--- config.mk ---
export PLATFORM = sky130hd
export DESIGN_NAME = regfile_wb_arbiter
export DESIGN_NICKNAME = d
export VERILOG_FILES = /design/src/rtl/regfile_pkg.sv /design/src/rtl/rr_arb2.sv /design/src/rtl/regfile_wb_arbiter.sv
export SDC_FILE = /design/constraint.sdc
export NUM_CORES = 1
export LEC_CHECK = 0
export ABC_AREA = 1
export CAP_MARGIN = 20
export CORE_AREA = 4 4 110 112
export CTS_CLUSTER_SIZE = 20
export DETAILED_ROUTE_END_ITERATION = 16
export DIE_AREA = 0 0 114 116
export PLACE_DENSITY = 0.82
export SKIP_LAST_GASP = 1
export SLEW_MARGIN = 40
export SYNTH_ARGS = -nofsm -noshare
export SYNTH_HDL_FRONTEND = slang
export SYNTH_SLANG_ARGS = --single-unit
--- constraint.sdc ---
create_clock -name clk -period 2.2 [get_ports clk]
set_clock_uncertainty 0.2 [all_clocks]
set_input_delay 0.44 -clock clk [delete_from_list [all_inputs] [get_ports clk]]
set_output_delay 0.44 -clock clk [all_outputs]
set_load 0.01 [all_outputs]
--- src/rtl/regfile_pkg.sv ---
// regfile_pkg: shared widths and requester ids for the writeback arbiter
package regfile_pkg;
  localparam int DEF_RWIDTH = 6;
  localparam int DEF_DWIDTH = 32;
  typedef enum logic {REQ_ALU = 1'b0, REQ_MEM = 1'b1} req_id_e;
endpackage

--- src/rtl/rr_arb2.sv ---
// rr_arb2: two-way round-robin arbiter, bit 0 = ALU, bit 1 = MEM
module rr_arb2
  import regfile_pkg::*;
(
  input  logic       clk,
  input  logic       rst_n,
  input  logic [1:0] req,
  output logic [1:0] gnt
);
  req_id_e last;
  always_comb begin
    gnt = !rst_n ? 2'b00 : &req ? ((last == REQ_MEM) ? 2'b01 : 2'b10) : req;
  end
  always_ff @(posedge clk) begin
    if (!rst_n) last <= REQ_MEM;
    else if (&req) last <= gnt[1] ? REQ_MEM : REQ_ALU;
  end
endmodule

--- src/rtl/regfile_wb_arbiter.sv ---
// regfile_wb_arbiter: ALU/load writeback arbiter with registered write port; WB_BYPASS_EN adds read bypass
module regfile_wb_arbiter
  import regfile_pkg::*;
#(
  parameter int RWIDTH = DEF_RWIDTH,
  parameter int DWIDTH = DEF_DWIDTH
) (
  input  logic              clk,
  input  logic              rst_n,
  input  logic              alu_valid,
  input  logic [RWIDTH-1:0] alu_wa,
  input  logic [DWIDTH-1:0] alu_wd,
  output logic              alu_ready,
  input  logic              mem_valid,
  input  logic [RWIDTH-1:0] mem_wa,
  input  logic [DWIDTH-1:0] mem_wd,
  output logic              mem_ready,
  output logic              rf_we,
  output logic [RWIDTH-1:0] rf_wa,
  output logic [DWIDTH-1:0] rf_wd,
  input  logic [RWIDTH-1:0] pipe_ra1,
  input  logic [RWIDTH-1:0] pipe_ra2,
  output logic [RWIDTH-1:0] rf_ra1,
  output logic [RWIDTH-1:0] rf_ra2,
  input  logic [DWIDTH-1:0] rf_rd1,
  input  logic [DWIDTH-1:0] rf_rd2,
  output logic [DWIDTH-1:0] pipe_rd1,
  output logic [DWIDTH-1:0] pipe_rd2,
  output logic [15:0]       conflict_cnt
);
  logic [1:0] gnt;
  rr_arb2 u_arb (
    .clk  (clk),
    .rst_n(rst_n),
    .req  ({mem_valid, alu_valid}),
    .gnt  (gnt)
  );
  assign alu_ready = gnt[0];
  assign mem_ready = gnt[1];
  assign rf_ra1 = pipe_ra1;
  assign rf_ra2 = pipe_ra2;
  always_ff @(posedge clk) begin
    if (!rst_n) begin
      rf_we        <= 1'b0;
      rf_wa        <= '0;
      rf_wd        <= '0;
      conflict_cnt <= '0;
    end else begin
      rf_we <= |gnt;
      if (|gnt) begin
        rf_wa <= gnt[1] ? mem_wa : alu_wa;
        rf_wd <= gnt[1] ? mem_wd : alu_wd;
      end
      if (alu_valid && mem_valid && conflict_cnt != 16'hFFFF) conflict_cnt <= conflict_cnt + 16'd1;
    end
  end
`ifdef WB_BYPASS_EN
  assign pipe_rd1 = (rf_we && rf_wa == pipe_ra1) ? rf_wd : rf_rd1;
  assign pipe_rd2 = (rf_we && rf_wa == pipe_ra2) ? rf_wd : rf_rd2;
`else
  assign pipe_rd1 = rf_rd1;
  assign pipe_rd2 = rf_rd2;
`endif
endmodule

# Yosys cells after proc, flatten, opt, wreduce, memory -nomap -nowiden
# Index checks and enable logic that the tools add are counted.
dict set report classes {
  n_shift 0
  n_reduce_logical 4
  multipliers 0
  div_mod_pow 0
  n_eq_ne 1
  bitwise 0
  mux 6
  add_sub_neg 1
  magnitude_cmp 0
}
# cell count
set ops {}
lappend ops {{32-bit 2-to-1 mux} 1}
lappend ops {{16-bit by 1-bit adder with 16-bit output (second input constant)} 1}
lappend ops {{16-bit inequality test (second input constant)} 1}
lappend ops {{2-bit 2-to-1 mux} 3}
lappend ops {{6-bit 2-to-1 mux} 1}
lappend ops {{1-bit logical AND} 2}
lappend ops {{2-bit AND reduction} 1}
lappend ops {{2-bit OR reduction} 1}
lappend ops {{1-bit 2-to-1 mux} 1}
dict set report word_totals {
  wordCells 17
  memories 0
  input_bits 156
  out_inout_bits 133
  mem_bits_ro 0
  latchBits 0
  ram_bits 0
  regBits 56
}

# Longest topological paths before layout
dict set report depth {
  word_depth 4
  depth_mapped 9
  depth_no_buf 9
}

# Hierarchy
# From an unflattened synthesis, not the netlist that was laid out.
dict set report hier_totals {
  cells_unflattened 526
  area_unflattened_um2 3394.5
}
# module cells_each seq_area_each_um2 area_each_um2 instances
set by_module_without_submodules {}
lappend by_module_without_submodules {regfile_wb_arbiter 516 1101.1 3335.7 1}
lappend by_module_without_submodules {rr_arb2 10 20.0 58.8 1}

# Worst setup path after synthesis
# Ideal clock, no wire load.
dict set report synth_timing {
  path_type {register -> register}
  startpoint {register conflict_cnt[0]}
  endpoint {register conflict_cnt[0]}
  arrival_time_ns 1.370
  slack_ns 0.517
  path_stages_with_launch 9
  period_less_slack_ns 1.683
  path_cell_list {dfxtp_1 > ha_1 > inv_1 > nor2_2 > nand2_1 > nor2_4 > nor2_1 > nor2_1 > nor2_1}
}
dict set report synth_via {
  elab_chain_len 2
  elab_cells_between_ends 3
  classes_between {add/sub (1); eq/ne (1); reduce/logical (1)}
}
# element line_no
set synth_lines {}
lappend synth_lines {{start: declaration} regfile_wb_arbiter.sv:29} ;# output logic [15:0] conflict_cnt
lappend synth_lines {{start signal: assignment} regfile_wb_arbiter.sv:54} ;# if (alu_valid && mem_valid && conflict_cnt != 16'hFFFF) conflict_cnt <= conflict_cnt + 16'd1;
lappend synth_lines {{parallel branches: the longest is 2 deep, another holds 16-bit by 1-bit adder with 16-bit output} -}
# Parallel ways; which one is timed is not known.
# A chain may end at the register's enable or synchronous reset.

# Final worst setup path
dict set report layout_timing {
  startpoint {input alu_valid}
  endpoint {output alu_ready}
}
dict set report layout_via {
  elab_chain_len 3
}
# element line_no
set layout_lines {}
lappend layout_lines {{start: declaration} regfile_wb_arbiter.sv:10} ;# input logic alu_valid,
lappend layout_lines {{2-bit AND reduction} rr_arb2.sv:12} ;# gnt = !rst_n ? 2'b00 : &req ? ((last == REQ_MEM) ? 2'b01 : 2'b10) : req;
lappend layout_lines {{2-bit 2-to-1 mux (*) (2 in series)} rr_arb2.sv:12}
lappend layout_lines {{end: declaration} regfile_wb_arbiter.sv:13} ;# output logic alu_ready,
# Mark *: on every way between the ends. The rest lies on a longest branch, timed or not.

==> results by group <==
Cells and area
  • Fin area: ~0.0045 sq mm
  • Commonest non-fill, non-tap cell in the layout: nand2_1
  • Share of layout cells above drive strength 1: 4.84%
  • Nets@finish: 734
  • Final Util: 39.8%
  • Area Overhead vs Synth: 35.5%
  • Diode count: 0
  • Most frequent cells in the layout: nand2_1, clkdlybuf4s50_1, dfxtp_1, inv_1, nor2_1

Floorplan
  • Core ar.: 0.0112 sq mm
  • # rows: 39
  • Die height: 116 um
  • Die Span X: 114 um
  • Starting Density: 29.4%
  • Die area: 0.0132 sq mm
  • Ports: 289

Setup path
  • Worst Path Class, Setup: input port to primary output
  • R2R Path Start: conflict_cnt[0]$_SDFFE_PN0P_
  • Worst setup EP type: primary output
  • Setup crit start: alu_valid
  • CP arrival: ~1300 ps
  • Critical Path Source Type: input port
  • Critical path peak fanout: 3
  • WP data required: about 1600 ps

Routing
  • Post-route ant nets: 0
  • Drt wl/cell: 11.7 um
  • DRC: 0
  • Vias per inst: between 4 and 5
  • DRT Pass-1 Iters: 4
  • WL final: 8.47 mm
  • Vias: 3,099
  • Iter 0 DRT Violations: 171

Power
  • Worst vdd ir: 0.327 mV
  • Sw frac: about a quarter
  • Switching power: 0.000606 W
  • P per Cell Area: 561 mW/mm^2
  • Part of the power in registers: 43.9%
  • Total Power: 0.00250 W
  • P_int: 0.00190 W
  • Clk pwr share: 36.0%
  • Combinational Power Share: 20.1%
  • Static leakage: 1.86 nW

Hold path
  • Min-Delay Startpoint: rf_wd[25]$_SDFFE_PN0P_
  • Min-delay worst type: flop to flop

CTS
  • CTS buffer count: 5
  • Root Driver: clkbuf_16
  • CTS tree: done
  • Clock Sinks: 56
  • Max Root-Sink Buffers: 2
  • Clock transition at path regs: 70 ps
  • Hold_buf cts: 0
  • Setup Buffers After CTS: 0
  • Clock latency on the worst-skew pair: just under 300 ps
  • H-tree lvl count: 2

Global routing
  • Global-route wire length before repair: 13.2 mm
  • Largest net degree at the start of global routing: 40
  • Vias in the first global route: 2,794
  • Initial antenna violation count: 0
  • Total GRT Usage: 12.4%
  • Grt ovf: 0

STA
  • Min Clock Period, post-route: 1960 ps
  • Unrepaired setup endpoints after global routing: false
  • Setup violations, final: 0
  • Max Transition Viols Final: 0
  • Post-route setup slack: between 200 and 250 ps
  • Slew Limit Headroom: 72.2%
  • Setup TNS: 0 ps
  • Achievable Freq: 511 MHz
  • Period Utilization, post-route: 89.0%
  • Fin. Hold Viols: 0
  • Tightest Pin Transition: about 420 ps

Synthesis
  • Largest cells by area after synthesis: dfxtp_1, nand2_1, buf_4
  • Synthesized instance count: 515
  • Area of the mapped netlist: 0.00330 sq mm
  • Sequential fraction of the synthesis area: between 30 and 40%
  • Syn nets: 672
  • Synth area leader: dfxtp_1
  • #FFs+latches synth: 56
  • Post-synthesis average cell area: 6.40 sq um
  • Synth top area share: 34.0%
  • Synth Warn #: 0
  • Synth unique cells: 22

Run
  • Maxcap violations: 0

Placement
  • Placed instance area: 0.00430 sq mm
  • Place WS: -307 ps
  • Port buffer count: 136
  • Gp weighted congestion: between 0.8 and 0.9
  • Detailed Place HPWL: 6.64 mm

Status
  • Status: finished clean
==> Yosys cell counts <==
cell type  count
dfxtp_1       56
a21boi_4       1
inv_1         47
nand3b_1       2
nor2_1        48
o21bai_1       1
nand2_1      202
buf_4         82
buf_6          1
nand4_1        2
nor2_4         1
nor2_2         2
inv_2          1
nand3_1       10
a21oi_2        1
buf_2          4
nor3_1         1
ha_1           1
o21ai_0        2
clkbuf_1       6
a21oi_1       43
o211ai_1       1
==> kinds of logic after synthesis <==
group                      share of synthesized area, %
and+or+nand+nor                                    31.7
buffers and inverters                              25.8
DFF                                                34.0
AOI/OAI and AO/OA                                  8.12
adders and majority gates                         0.380
==> sequential cells by signal, summed over array words and instances (netlist names) <==
signal,cells
u_arb.last,1
rf_we,1
conflict_cnt,16
rf_wd,32
rf_wa,6
==> per-stage QoR <==
stage | std cells | hold WS [ps]
2_1_floorplan | 515 | 283
3_3_place_gp | 713 | 245
3_5_place_dp | 713 | 253
4_1_cts | 721 | 264
5_1_grt | 721 | 282
6_report | 721 | 263
==> layer usage <==
layer	track usage [%]	routed length, um	vias up
met3	4.91	809	30
met4	5.54	278	0
met2	21.2	3940	137
met1	13.6	3440	1325
met5	0	0	-
li1	-	-	1607
==> timing repair <==
action / in CTS / in global routing
setup endpoints to repair: 2 / 2
gates cloned: 0 / 0
gates resized for setup: 6 / 1
==> critical path, cell delays in order <==
cell           delay (ps)
dlygate4sd2_1         310
nand2_1               120
a21oi_4               150
dlygate4sd2_1         290
==> final timing paths <==
kind                                   to  slack (ps)  depth (start not counted)
min reg2reg        rf_wd[25]$_SDFFE_PN0P_         260                          2
min                rf_wd[25]$_SDFFE_PN0P_         260                          2
max reg2reg  conflict_cnt[1]$_SDFFE_PN0P_         360                          8
max                             alu_ready         240                          4
==> area by class of cell <==
| type | count | area (sq um) |
|---|---|---|
| Multi-Input combinational cell | 318 | 1340 |
| Fill cell | 1199 | 6760 |
| Inverter | 48 | 180 |
| Clock inverter | 3 | 42.5 |
| Clock buffer | 5 | 125 |
| Sequential cell | 56 | 1120 |
| Timing Repair Buffer | 148 | 1480 |
| Tap cell | 143 | 179 |
==> power groups by stage <==
stage                     sequential (W)  combinational (W)  clock, W
after detailed placement         0.00112           0.000513         0
after global routing             0.00111           0.000553  0.000969
after floorplan                  0.00114           0.000315         0
after CTS                        0.00110           0.000512  0.000937
final                            0.00110           0.000504  0.000901
after global placement           0.00112           0.000507         0
No activity file was read; power rests on OpenSTA's default activity.
